**src/rtl/uart_rx_fifo.sv**
```systemverilog
// uart_rx_fifo: 8N1 UART receiver feeding a first-word-fall-through receive FIFO.
// Ports: sys_clk/rst_n (async active-low) clock and reset; rx_pin serial input (idle high);
//        rx_data/rx_data_valid/rx_data_ready FIFO head handshake; frame_err/overflow
//        one-cycle error pulses; fifo_count holds the number of bytes buffered.
module uart_rx_fifo #(
   parameter int CLK_FRE    = 200,     // system clock in MHz
   parameter int BAUD_RATE  = 115200,  // serial bit rate in bit/s
   parameter int FIFO_DEPTH = 16       // receive buffer depth, power of two
) (
   input  logic                          sys_clk,
   input  logic                          rst_n,
   input  logic                          rx_pin,
   output logic [7:0]                    rx_data,
   output logic                          rx_data_valid,
   input  logic                          rx_data_ready,
   output logic                          frame_err,
   output logic                          overflow,
   output logic [$clog2(FIFO_DEPTH):0]   fifo_count
);

   localparam int          AW       = $clog2(FIFO_DEPTH);
   localparam int          CW       = AW + 1;
   localparam logic [31:0] BIT_CYC  = 32'(CLK_FRE * 1000000 / BAUD_RATE);
   localparam logic [31:0] HALF_CYC = BIT_CYC / 32'd2;

   typedef enum logic [2:0] {
      IDLE,
      START,
      DATA,
      STOP,
      WAIT_HIGH
   } state_t;

   state_t      state, state_nxt;
   logic        rx_meta, rx_sync, rx_prev;
   logic [31:0] cnt;
   logic [2:0]  bit_idx;
   logic [7:0]  shift_reg;

   logic        cnt_clr;
   logic        shift_en;
   logic        push;
   logic        stop_bad;
   logic        half_hit;
   logic        bit_hit;

   logic [7:0]    mem [FIFO_DEPTH];
   logic [AW-1:0] wr_ptr, rd_ptr;
   logic          pop;
   logic          full;
   logic          wr_en;

   // Synchronizer plus one extra stage used only for falling-edge detection.
   always_ff @(posedge sys_clk or negedge rst_n) begin
      if (!rst_n) begin
         rx_meta <= 1'b1;
         rx_sync <= 1'b1;
         rx_prev <= 1'b1;
      end else begin
         rx_meta <= rx_pin;
         rx_sync <= rx_meta;
         rx_prev <= rx_sync;
      end
   end

   assign half_hit = (cnt == HALF_CYC - 32'd1);
   assign bit_hit  = (cnt == BIT_CYC - 32'd1);

   always_comb begin
      state_nxt = state;
      cnt_clr   = 1'b0;
      shift_en  = 1'b0;
      push      = 1'b0;
      stop_bad  = 1'b0;
      case (state)
         IDLE: begin
            if (rx_prev && !rx_sync) begin
               state_nxt = START;
               cnt_clr   = 1'b1;
            end
         end
         START: begin
            // Mid-start-bit check filters glitches shorter than half a bit.
            if (half_hit) begin
               cnt_clr   = 1'b1;
               state_nxt = rx_sync ? IDLE : DATA;
            end
         end
         DATA: begin
            if (bit_hit) begin
               cnt_clr  = 1'b1;
               shift_en = 1'b1;
               if (bit_idx == 3'd7) begin
                  state_nxt = STOP;
               end
            end
         end
         STOP: begin
            if (bit_hit) begin
               cnt_clr = 1'b1;
               if (rx_sync) begin
                  push      = 1'b1;
                  state_nxt = IDLE;
               end else begin
                  stop_bad  = 1'b1;
                  state_nxt = WAIT_HIGH;
               end
            end
         end
         WAIT_HIGH: begin
            // A low line here is still the broken frame, never a new start bit.
            if (rx_sync) begin
               state_nxt = IDLE;
            end
         end
         default: state_nxt = IDLE;
      endcase
   end

   always_ff @(posedge sys_clk or negedge rst_n) begin
      if (!rst_n) begin
         state <= IDLE;
      end else begin
         state <= state_nxt;
      end
   end

   always_ff @(posedge sys_clk or negedge rst_n) begin
      if (!rst_n) begin
         cnt       <= 32'd0;
         bit_idx   <= 3'd0;
         shift_reg <= 8'h00;
      end else begin
         if (cnt_clr || state == IDLE) begin
            cnt <= 32'd0;
         end else begin
            cnt <= cnt + 32'd1;
         end
         if (state != DATA) begin
            bit_idx <= 3'd0;
         end else if (shift_en) begin
            bit_idx <= bit_idx + 3'd1;
         end
         // LSB arrives first, so shift in from the top.
         if (shift_en) begin
            shift_reg <= {rx_sync, shift_reg[7:1]};
         end
      end
   end

   // Receive FIFO: a push into a full FIFO only succeeds when a pop frees a slot.
   assign rx_data_valid = (fifo_count != '0);
   assign pop           = rx_data_valid && rx_data_ready;
   assign full          = (fifo_count == CW'(FIFO_DEPTH));
   assign wr_en         = push && (!full || pop);
   assign rx_data       = rx_data_valid ? mem[rd_ptr] : 8'h00;

   always_ff @(posedge sys_clk) begin
      if (wr_en) begin
         mem[wr_ptr] <= shift_reg;
      end
   end

   always_ff @(posedge sys_clk or negedge rst_n) begin
      if (!rst_n) begin
         wr_ptr     <= '0;
         rd_ptr     <= '0;
         fifo_count <= '0;
         frame_err  <= 1'b0;
         overflow   <= 1'b0;
      end else begin
         if (wr_en) begin
            wr_ptr <= wr_ptr + AW'(1);
         end
         if (pop) begin
            rd_ptr <= rd_ptr + AW'(1);
         end
         case ({wr_en, pop})
            2'b10:   fifo_count <= fifo_count + CW'(1);
            2'b01:   fifo_count <= fifo_count - CW'(1);
            default: fifo_count <= fifo_count;
         endcase
         frame_err <= stop_bad;
         overflow  <= push && full && !pop;
      end
   end

endmodule

```
**config.mk**
```make
export PLATFORM = sky130hd
export DESIGN_NAME = uart_rx_fifo
export DESIGN_NICKNAME = d
export VERILOG_FILES = /design/src/rtl/uart_rx_fifo.sv
export SDC_FILE = /design/constraint.sdc
export NUM_CORES = 1
export LEC_CHECK = 0
export ABC_AREA = 1
export CORE_ASPECT_RATIO = 0.5
export CORE_MARGIN = 5
export CORE_UTILIZATION = 60
export CTS_CLUSTER_DIAMETER = 100
export DETAILED_ROUTE_END_ITERATION = 7
export HOLD_SLACK_MARGIN = 0.1
export PLACE_DENSITY = 0.82
export SETUP_SLACK_MARGIN = 0.02
export SLEW_MARGIN = 15
export SYNTH_ARGS = -nofsm -noshare
export SYNTH_HDL_FRONTEND = slang
export SYNTH_SLANG_ARGS = --single-unit
```
**constraint.sdc**
```tcl
create_clock -name sys_clk -period 6.6 [get_ports sys_clk]
set_input_delay 1.32 -clock sys_clk [delete_from_list [all_inputs] [get_ports sys_clk]]
set_output_delay 1.32 -clock sys_clk [all_outputs]
set_load 0.005 [all_outputs]
```
* Word level (Yosys, flattened, before mapping) *
Memory sizes are Yosys's and may differ from the RTL's.
Index checks and enable logic that the tools add are counted.

storage, ports and cells
  memory bits (read-only) = 0
  output and inout bits = 16
  latch bits = 0
  register bits after elaboration = 64
  memories = 1
  logic and storage cells = 79
  bits in writable memories = 128

memory list
  name  depth  width  rd ports  clocked after memory_dff  write ports  RTL line  source
  mem   16     8      1         0                         1            47        logic [7:0] mem [FIFO_DEPTH];

operators by class
  order comparisons = 0
  muxes and demuxes = 27
  divide/modulo/power cells = 0
  reductions and logical operators = 16
  shift-type cells = 0
  add/subtract/negate cells = 6
  $mul = 0
  bitwise logic cells = 0
  eq/ne operators = 17

operators with widths
  cell                   count
  $add 32x1->32 const B  1
  $eq 32x10->1 const B   1
  $eq 32x11->1 const B   1
  $mux 32                1
  $mux 3                 9
  $pmux 3 s5             1
  $mux 1                 12
  $ne 2x2->1 const B     6
  $pmux 5 s2             1
  $add 4x1->4 const B    2
  $mux 8                 1
  $eq 3x2->1 const B     2
  $eq 3x3->1 const B     2
  $reduce_and 6->1       1
  $add 5x1->5 const B    1
  $eq 5x5->1 const B     1
  $logic_and 1x1->1      5
  $reduce_bool 5->1      1
  $sub 5x1->5 const B    1
  $reduce_bool 2->1      2
  $add 3x1->3 const B    1
  $eq 3x1->1 const B     1
  $logic_not 1->1        3
  $logic_not 3->1        1
  other kinds (7)        8

* Longest topological paths before layout *
Gate-level depths: netlist of the first run.

  depth in word-level cells = 6
  mapped depth = 19

* Least setup slack after synthesis of the first run *
Ideal clock, no wire load.

  kind = register to output
  start = register rd_ptr[0]
  end = output port rx_data[6]
  data required time = 5,280 ps
  slack = 3,779 ps
  arrival = 1,501 ps
  cell stages (with the launch flop) = 10
  cell sequence = dfrtp_1 > inv_1 > clkbuf_1 > clkbuf_1 > nor2_1 > o22ai_1 > nor2_1 > nor2_1 > o21ai_0 > a21oi_1

between the ends
  word-level cells in the longest chain between the ends = 2

RTL lines
  item                    RTL line  source
  from (decl)             48        logic [AW-1:0] wr_ptr, rd_ptr;
  from (signal assigned)  176       rd_ptr <= rd_ptr + AW'(1);
  $mem_v2 16x8            -
  $mux 8                  156       assign rx_data = rx_data_valid ? mem[rd_ptr] : 8'h00;
  to (decl)               13        output logic [7:0] rx_data,

Every way passes these cells.

* Worst setup path in the final report of the first run *
  start = register rd_ptr[1]
  end = output port rx_data[7]

Same word-level chain as after synthesis.

==> results.sh, run 1 <==
export IMPL_worstPathRequired_ns=5.28
export IMPL_ys_warn_count=0
export IMPL_path_cells="buf_4 -> inv_1 -> o21ai_0 -> o221ai_1 -> nand3_1 -> a21oi_1 -> clkdlybuf4s50_1"
export IMPL_p_int_w=0.00230
export IMPL_grt_util_all_layers_pct=24.2
export IMPL_fin_nets=814
export IMPL_dr_pass1_iters=7
export IMPL_numPortBuffers=19
export IMPL_cts_root_buffer="clkbuf_16"
export IMPL_htree_num_levels=4
export IMPL_synth_cells=786
export IMPL_start_util_pct=62.2
export IMPL_sw_frac_of_total_pct=36.7
export IMPL_min_period_ns=4.81
export IMPL_cp_max_fo=35
export IMPL_slowest_delay_ns=0.79
export IMPL_die_y_um=94.4
export IMPL_cts_resized=0
export IMPL_dp_hpwl_um=11600
export IMPL_postCtsHoldBufs=0
export IMPL_clk_pin_slew_ns=0.08
export IMPL_ios=20
export IMPL_cts_tree="yes"
export IMPL_postLayoutCellArea_mm2=0.00953
export IMPL_ir_drop_v=0.000211
export IMPL_rows=30
export IMPL_worst_clock_skew_ns=0.0103
export IMPL_die_area_mm2=0.0169
export IMPL_status="finished clean"
export IMPL_hp_class="reg2reg"
export IMPL_largest_reg_flops=128
export IMPL_rsz0062_at_grt="no"
export IMPL_ys_types=44
export IMPL_drive_gt1_share_pct=11.7
export IMPL_maxClockFrequency_ghz=0.208
export IMPL_cts_sinks=192
export IMPL_synthesis_area_mm2=0.00855
export IMPL_slew_headroom_pct=31.3
export IMPL_clkLatencyLatePin_ns=0.44
export IMPL_cp_slowest_cell="inv_1"
export IMPL_grt_pass1_wl_um=31000
export IMPL_setup_viol=0
export IMPL_fin_cells=1006
export IMPL_dr_first_iter_drc_count=803
export IMPL_reg2reg_setup_slack_ns=3.74
export IMPL_antenna_found_initial=0
export IMPL_drc_errors=0
export IMPL_hold_ws_ns=0.366
export IMPL_drv_slew=0
export IMPL_avgViaCountPerCell=6.00
export IMPL_max_slew_worst_pin_slew_ns=1.03
export IMPL_wl_per_cell_um=19.2
export IMPL_hold_viol=0
export IMPL_dpl_cell_area_mm2=0.00889
export IMPL_synthesis_nets=799
export IMPL_grt_ovfl_total=0
export IMPL_p_switching_w=0.00133
export IMPL_crit_path_end_kind="output port"
export IMPL_avgSynthCellArea_um2=10.9
export IMPL_cts_max_path_buffers=2
export IMPL_die_w_um=179
export IMPL_max_cap_viol_count=0
export IMPL_dp_cells=974
export IMPL_leakagePower_nw=3.98
export IMPL_cts_setup_buffers=0
export IMPL_ys_seq_elements=192
export IMPL_cp_arrival_ns=3.49
export IMPL_antenna_cells=0
export IMPL_grt_max_degree=67
export IMPL_vias=6038
export IMPL_gp_congestion=0.900
export IMPL_drt_total_wl_um=19300
export IMPL_grt_pass1_vias=5955
export IMPL_cts_made_buffers=17
export IMPL_crit_path_start_kind="flop"
export IMPL_core_mm2=0.0137
export IMPL_seqPwrFrac_pct=38.4
export IMPL_path_class="reg2out"
export IMPL_ant_nets=0
export IMPL_powerDensity_mw_per_mm2=381
export IMPL_finish_utilization_pct=69.4
export IMPL_synth_seq_area_share_pct=63.8
export IMPL_pwr_share_clk_pct=30.5
export IMPL_fin_tns_setup_ns=0
export IMPL_area_growth_pct=11.5
export IMPL_comb_power_share_pct=31.1
export IMPL_finalCritPeriodShare_pct=72.9
## power by group through the flow
stage                     Combinational, W  Sequential, W  Clock (W)
after floorplan                   0.000723        0.00139          0
after global placement             0.00105        0.00141          0
after detailed placement           0.00109        0.00141          0
after CTS                          0.00111        0.00139    0.00111
after global routing               0.00124        0.00140    0.00117
final                              0.00113        0.00139    0.00111
## path summary, 6_finish.rpt
| kind | startpoint | to | cells past startpoint |
|---|---|---|---|
| max in group asynchronous | rst_n | rd_ptr[0]$_DFFE_PN0P_ | 2 |
| setup / recovery | rd_ptr[1]$_DFFE_PN0P_ | rx_data[7] | 7 |
| min in group asynchronous | rst_n | cnt[4]$_DFF_PN0_ | 2 |
| hold / removal | rx_meta$_DFF_PN1_ | rx_sync$_DFF_PN1_ | 0 |
| setup reg to reg | cnt[0]$_DFF_PN0_ | mem[0][2]$_DFFE_PP_ | 9 |
| hold reg to reg | rx_meta$_DFF_PN1_ | rx_sync$_DFF_PN1_ | 0 |
## worst max-delay path, delay by kind of cell (launching register included)
kind,cells,cell delay [ns]
buf+inv,3,1.58
compound gates,3,0.86
flops,1,0.39
simple gates,1,0.20
## metrics by stage
step	worst slack, ns	power (W)
5_1_grt	1.64	0.00380
2_1_floorplan	3.78	0.00211
4_1_cts	1.89	0.00361
3_3_place_gp	2.53	0.00246
3_5_place_dp	2.39	0.00251
6_report	1.79	0.00363
## cell type report
type,instances,area (um^2)
Multi-Input combinational cell,494,2710
Clock buffer,17,425
Tap cell,192,240
Inverter,72,275
Sequential cell,192,5450
Clock inverter,15,213
Fill cell,973,4210
Timing Repair Buffer,24,223
## layer usage
metal  part of all wire (%)  vias up  track usage (%)
met5                      0        -                0
met4                    1.6        0             6.51
met3                    8.9       40             5.80
met2                     49      296             40.8
met1                     40     2931             32.0
li1                       -     2771                -
## cells in the final DEF (no fill, tap or decap), types with 10 or more instances in the layout
cell type	netlist	routed
dfrtp_1	61	60
a21oi_1	20	20
xor2_1	18	18
nand4_1	10	10
nor3_1	23	23
nor2_1	127	127
nand2_1	87	87
o22ai_1	11	11
nand3_1	29	29
o221ai_1	22	22
clkdlybuf4s50_1	0	18
o21ai_0	84	84
clkbuf_16	0	17
inv_1	56	56
inv_2	12	12
edfxtp_1	128	128
## synthesized netlist by cell type (all sizes together)
cell type,count,area share (%)
a211oi,1,0.088
a21oi,20,1.2
a31oi,2,0.32
buf,4,0.31
clkbuf,24,1.1
clkinv,2,0.088
dfrtp,61,18
dfstp,3,0.92
edfxtp,128,45
ha,9,1.3
inv,70,3.1
mux2,7,0.92
nand2,98,4.9
nand3,33,2.3
nand3b,1,0.088
nand4,10,0.73
nor2,136,6.5
nor3,26,1.8
nor3b,1,0.088
nor4,8,0.83
o211ai,1,0.15
o21a,3,0.26
o21ai,85,5.0
o221ai,22,2.3
o22ai,11,0.81
o31ai,1,0.088
xnor2,1,0.10
xor2,18,1.8
## logic make-up after synthesis
| family | after synthesis | share of synthesized area [%] |
|---|---|---|
| AOI/OAI and AO/OA | 146 | 10.2 |
| xor gates and xnor gates | 19 | 1.95 |
| adders and majority gates | 9 | 1.32 |
| buffers and inverters | 100 | 4.58 |
| DFF | 192 | 63.8 |
| muxes | 7 | 0.922 |
| and+or+nand+nor | 313 | 17.3 |
(Power assumes the default switching activity.)
==> run 2, diff against run 1 <==
- clock period: 6.6 -> 4.7 ns (I/O delays scaled with it)
==> results.sh, run 2 (same netlist as run 1, synthesis figures left out) <==
export IMPL_clk_pin_slew_ns=0.08
export IMPL_htree_num_levels=4
export IMPL_max_cap_viol_count=0
export IMPL_postCtsHoldBufs=0
export IMPL_worst_clock_skew_ns=0.0129
export IMPL_cts_sinks=192
export IMPL_antenna_found_initial=0
export IMPL_rows=30
export IMPL_vias=6037
export IMPL_maxClockFrequency_ghz=0.243
export IMPL_dpl_cell_area_mm2=0.00890
export IMPL_cp_arrival_ns=3.17
export IMPL_slew_headroom_pct=30.3
export IMPL_powerDensity_mw_per_mm2=525
export IMPL_min_period_ns=4.11
export IMPL_grt_pass1_wl_um=30700
export IMPL_dr_first_iter_drc_count=703
export IMPL_ios=20
export IMPL_setup_viol=0
export IMPL_largest_reg_flops=128
export IMPL_grt_util_all_layers_pct=24.1
export IMPL_hold_viol=0
export IMPL_crit_path_start_kind="flop"
export IMPL_crit_path_end_kind="output port"
export IMPL_path_class="reg2out"
export IMPL_cp_slowest_cell="dfrtp_2"
export IMPL_mostFrequentLayoutCells="128 x edfxtp_1, 127 x nor2_1, 87 x nand2_1, 84 x o21ai_0, 60 x dfrtp_1"
export IMPL_final_common_cell="edfxtp_1"
export IMPL_path_cells="inv_1 -> buf_4 -> o21ai_0 -> o221ai_1 -> nand3_1 -> a21oi_1 -> clkdlybuf4s50_1"
export IMPL_hold_ws_ns=0.357
export IMPL_r2r_cells=9
export IMPL_clkLatencyLatePin_ns=0.44
export IMPL_total_power_w=0.00500
export IMPL_cts_setup_buffers=0
export IMPL_area_growth_pct=11.4
export IMPL_drc_errors=0
export IMPL_postLayoutCellArea_mm2=0.00952
export IMPL_drive_gt1_share_pct=11.8
export IMPL_cts_tree="yes"
export IMPL_cts_made_buffers=17
export IMPL_hp_class="reg2reg"
export IMPL_crit_start="rd_ptr[0]$_DFFE_PN0P_"
export IMPL_worstReg2RegEnd="mem[3][4]$_DFFE_PP_"
export IMPL_fin_tns_setup_ns=0
export IMPL_status="finished clean"
export IMPL_wl_per_cell_um=19.1
export IMPL_die_y_um=94.4
export IMPL_fin_nets=815
export IMPL_drv_slew=0
export IMPL_gp_congestion=0.917
export IMPL_leakagePower_nw=3.97
export IMPL_hp_start="rx_meta$_DFF_PN1_"
export IMPL_worstPathRequired_ns=3.76
export IMPL_finish_utilization_pct=69.3
export IMPL_core_mm2=0.0137
export IMPL_antenna_cells=0
export IMPL_drt_total_wl_um=19300
export IMPL_hold_end="rx_sync$_DFF_PN1_"
export IMPL_grt_ovfl_total=0
export IMPL_reg2reg_setup_slack_ns=1.82
export IMPL_die_w_um=179
export IMPL_rsz0062_at_grt="no"
export IMPL_grt_pass1_vias=5739
export IMPL_r2r_start="cnt[0]$_DFF_PN0_"
export IMPL_dr_pass1_iters=5
export IMPL_start_util_pct=62.2
export IMPL_ir_drop_v=0.000364
export IMPL_avgViaCountPerCell=6.00
export IMPL_max_slew_worst_pin_slew_ns=1.04
export IMPL_cts_max_path_buffers=2
export IMPL_die_area_mm2=0.0169
export IMPL_finalCritPeriodShare_pct=87.5
export IMPL_cts_root_buffer="clkbuf_16"
export IMPL_slowest_delay_ns=0.60
export IMPL_cp_max_fo=65
export IMPL_n_fill_cell=989
export IMPL_dp_hpwl_um=11900
export IMPL_grt_max_degree=66
export IMPL_ant_nets=0
export IMPL_numPortBuffers=19
export IMPL_holdPathStages=0
export IMPL_cts_resized=0
-- run 2: changes by cell type in the layout (fill, tap and decap cells not counted), sizes merged --
| cell | delta |
|---|---|
| clkinv | +3 |
| bufinv | -1 |
| buf | +1 |
| inv | -2 |
-- run 2: final cells by class --
cell class / count / area, um^2 / area share, %
flip-flops and latches: 192 / 5450 / 57.3
multi-input cells: 494 / 2710 / 28.4
clock buffers: 17 / 425 / 4.47
inverters: 72 / 275 / 2.89
well taps: 192 / 240 / 2.52
repair buffers: 25 / 230 / 2.42
clock inverters: 15 / 190 / 2.00
-- run 2: routing by layer --
metal / vias up / wire length, um / GRT usage [%]
met4: 0 / 361 / 7.15
met1: 2890 / 7790 / 32.0
met5: - / 0 / 0
met3: 43 / 1840 / 6.52
met2: 336 / 9290 / 39.5
li1: 2768 / - / -
-- run 2: how the worst max path moves through the flow --
| stage | endpoint | depth (start not counted) |
|---|---|---|
| floorplan | rx_data[6] | 9 |
| CTS | rx_data[5] | 7 |
| global placement | rx_data[4] | 9 |
| detailed placement | rx_data[5] | 7 |
| global route | rx_data[4] | 9 |
| finish | rx_data[5] | 7 |
-- run 2: power by group --
| part | internal (W) | switching [W] | total (W) |
|---|---|---|---|
| clock | 0.000732 | 0.000740 | 0.00147 |
| combinational | 0.000585 | 0.000982 | 0.00157 |
| sequential | 0.00185 | 0.000103 | 0.00196 |
-- run 2: through the flow --
stage | cells | worst slack, ns
2_1_floorplan | 786 | 2.26
3_3_place_gp | 975 | 1.22
3_5_place_dp | 975 | 1.12
4_1_cts | 1007 | 0.645
5_1_grt | 1007 | 0.427
6_report | 1007 | 0.586
-- run 2: worst max-delay path: cells and delay by family (launching register included) --
family	cells	cell delay, ns
compound gates	3	0.79
simple gates	1	0.14
buf+inv	3	1.17
flops	1	0.60
==> run 3, diff against run 2 <==
- REMOVE_ABC_BUFFERS: default -> 1
==> results.sh, run 3 (same netlist as run 1, synthesis figures left out) <==
export IMPL_cts_sinks=192
export IMPL_dp_cells=974
export IMPL_fin_cells=1006
export IMPL_largest_reg_flops=128
export IMPL_max_cap_viol_count=0
export IMPL_grt_max_degree=67
export IMPL_p_int_w=0.00317
export IMPL_mostFrequentLayoutCells="128 x edfxtp_1, 127 x nor2_1, 87 x nand2_1, 84 x o21ai_0, 60 x dfrtp_1"
export IMPL_clkLatencyLatePin_ns=0.44
export IMPL_cp_arrival_ns=2.99
export IMPL_total_power_w=0.00494
export IMPL_finalCritPeriodShare_pct=83.7
export IMPL_start_util_pct=62.2
export IMPL_seqPwrFrac_pct=39.0
export IMPL_ios=20
export IMPL_pwr_share_clk_pct=29.4
export IMPL_path_class="reg2out"
export IMPL_postCtsHoldBufs=0
export IMPL_grt_pass1_vias=5789
export IMPL_drive_gt1_share_pct=11.7
export IMPL_cts_max_path_buffers=2
export IMPL_powerDensity_mw_per_mm2=519
export IMPL_cts_resized=0
export IMPL_clk_pin_slew_ns=0.07
export IMPL_p_switching_w=0.00177
export IMPL_wl_per_cell_um=17.7
export IMPL_htree_num_levels=4
export IMPL_area_growth_pct=11.4
export IMPL_hold_viol=0
export IMPL_antenna_found_initial=0
export IMPL_grt_util_all_layers_pct=22.8
export IMPL_dp_hpwl_um=11400
export IMPL_n_fill_cell=971
export IMPL_status="finished clean"
export IMPL_worst_clock_skew_ns=0.0125
export IMPL_worstPathRequired_ns=3.76
export IMPL_cts_root_buffer="clkbuf_16"
export IMPL_max_slew_worst_pin_slew_ns=1.12
export IMPL_sw_frac_of_total_pct=35.8
export IMPL_finish_utilization_pct=69.3
export IMPL_numPortBuffers=19
export IMPL_avgViaCountPerCell=5.78
export IMPL_drc_errors=0
export IMPL_crit_path_start_kind="flop"
export IMPL_drt_total_wl_um=17800
export IMPL_comb_power_share_pct=31.6
export IMPL_die_y_um=94.4
export IMPL_antenna_cells=0
export IMPL_ir_drop_v=0.000257
export IMPL_fin_nets=814
export IMPL_cts_tree="yes"
export IMPL_ant_nets=0
export IMPL_dr_first_iter_drc_count=514
export IMPL_setup_viol=0
export IMPL_die_area_mm2=0.0169
export IMPL_cts_made_buffers=17
export IMPL_cts_setup_buffers=0
export IMPL_vias=5818
export IMPL_hp_class="reg2reg"
export IMPL_hold_ws_ns=0.370
export IMPL_die_w_um=179
export IMPL_core_mm2=0.0137
export IMPL_gp_congestion=0.857
export IMPL_cp_max_fo=33
export IMPL_maxClockFrequency_ghz=0.254
export IMPL_dr_pass1_iters=5
export IMPL_rows=30
export IMPL_final_common_cell="edfxtp_1"
export IMPL_slew_headroom_pct=25.2
export IMPL_drv_slew=0
export IMPL_rsz0062_at_grt="no"
export IMPL_grt_ovfl_total=0
export IMPL_leakagePower_nw=3.97
export IMPL_grt_pass1_wl_um=29400
export IMPL_fin_tns_setup_ns=0
export IMPL_crit_path_end_kind="output port"
export IMPL_min_period_ns=3.93
-- run 3: cell type report --
type	instances	area [um^2]	share of cell area, %
tap	192	240	2.52
clock inverter	15	188	1.97
inverter	72	275	2.89
sequential	192	5450	57.3
multi-input combinational	494	2710	28.4
timing repair buffer	24	235	2.47
clock buffer	17	425	4.47
-- run 3: final timing paths --
check / cells after the start / from / endpoint / slack, ns
setup / recovery: 6 / rd_ptr[1]$_DFFE_PN0P_ / rx_data[3] / 0.77
hold / removal: 0 / rx_sync$_DFF_PN1_ / rx_prev$_DFF_PN1_ / 0.37
setup reg to reg: 9 / cnt[0]$_DFF_PN0_ / mem[3][3]$_DFFE_PP_ / 1.86
hold reg to reg: 0 / rx_sync$_DFF_PN1_ / rx_prev$_DFF_PN1_ / 0.37
max in group asynchronous: 2 / rst_n / rd_ptr[0]$_DFFE_PN0P_ / 3.43
min in group asynchronous: 2 / rst_n / frame_err$_DFF_PN0_ / 0.69
-- run 3: critical path: stages, from the launching register on --
cell,delay [ns]
dfrtp_1,0.39
inv_1,0.69
o21ai_0,0.30
o221ai_1,0.31
nand3_1,0.12
a21oi_1,0.20
clkdlybuf4s50_1,0.54
-- run 3: through the flow --
| step | setup WS (ns) | instance area (um^2) |
|---|---|---|
| after floorplan | 0.983 | 8430 |
| after global placement | 1.35 | 8910 |
| after detailed placement | 1.34 | 8910 |
| after CTS | 0.822 | 9520 |
| after global routing | 0.608 | 9520 |
| final | 0.766 | 9520 |
-- run 3: power by group through the flow --
stage / sequential (W) / combinational (W) / clock, W
2_1_floorplan: 0.00202 / 0.000889 / 0
4_1_cts: 0.00193 / 0.00154 / 0.00146
6_report: 0.00193 / 0.00156 / 0.00145
3_3_place_gp: 0.00195 / 0.00148 / 0
5_1_grt: 0.00194 / 0.00175 / 0.00155
3_5_place_dp: 0.00196 / 0.00152 / 0
-- run 3: metal layers --
layer / part of all wire, % / track usage, %
met4: 2.1 / 8.30
met1: 43 / 30.4
met5: 0 / 0
met2: 49 / 37.7
met3: 6.7 / 4.88
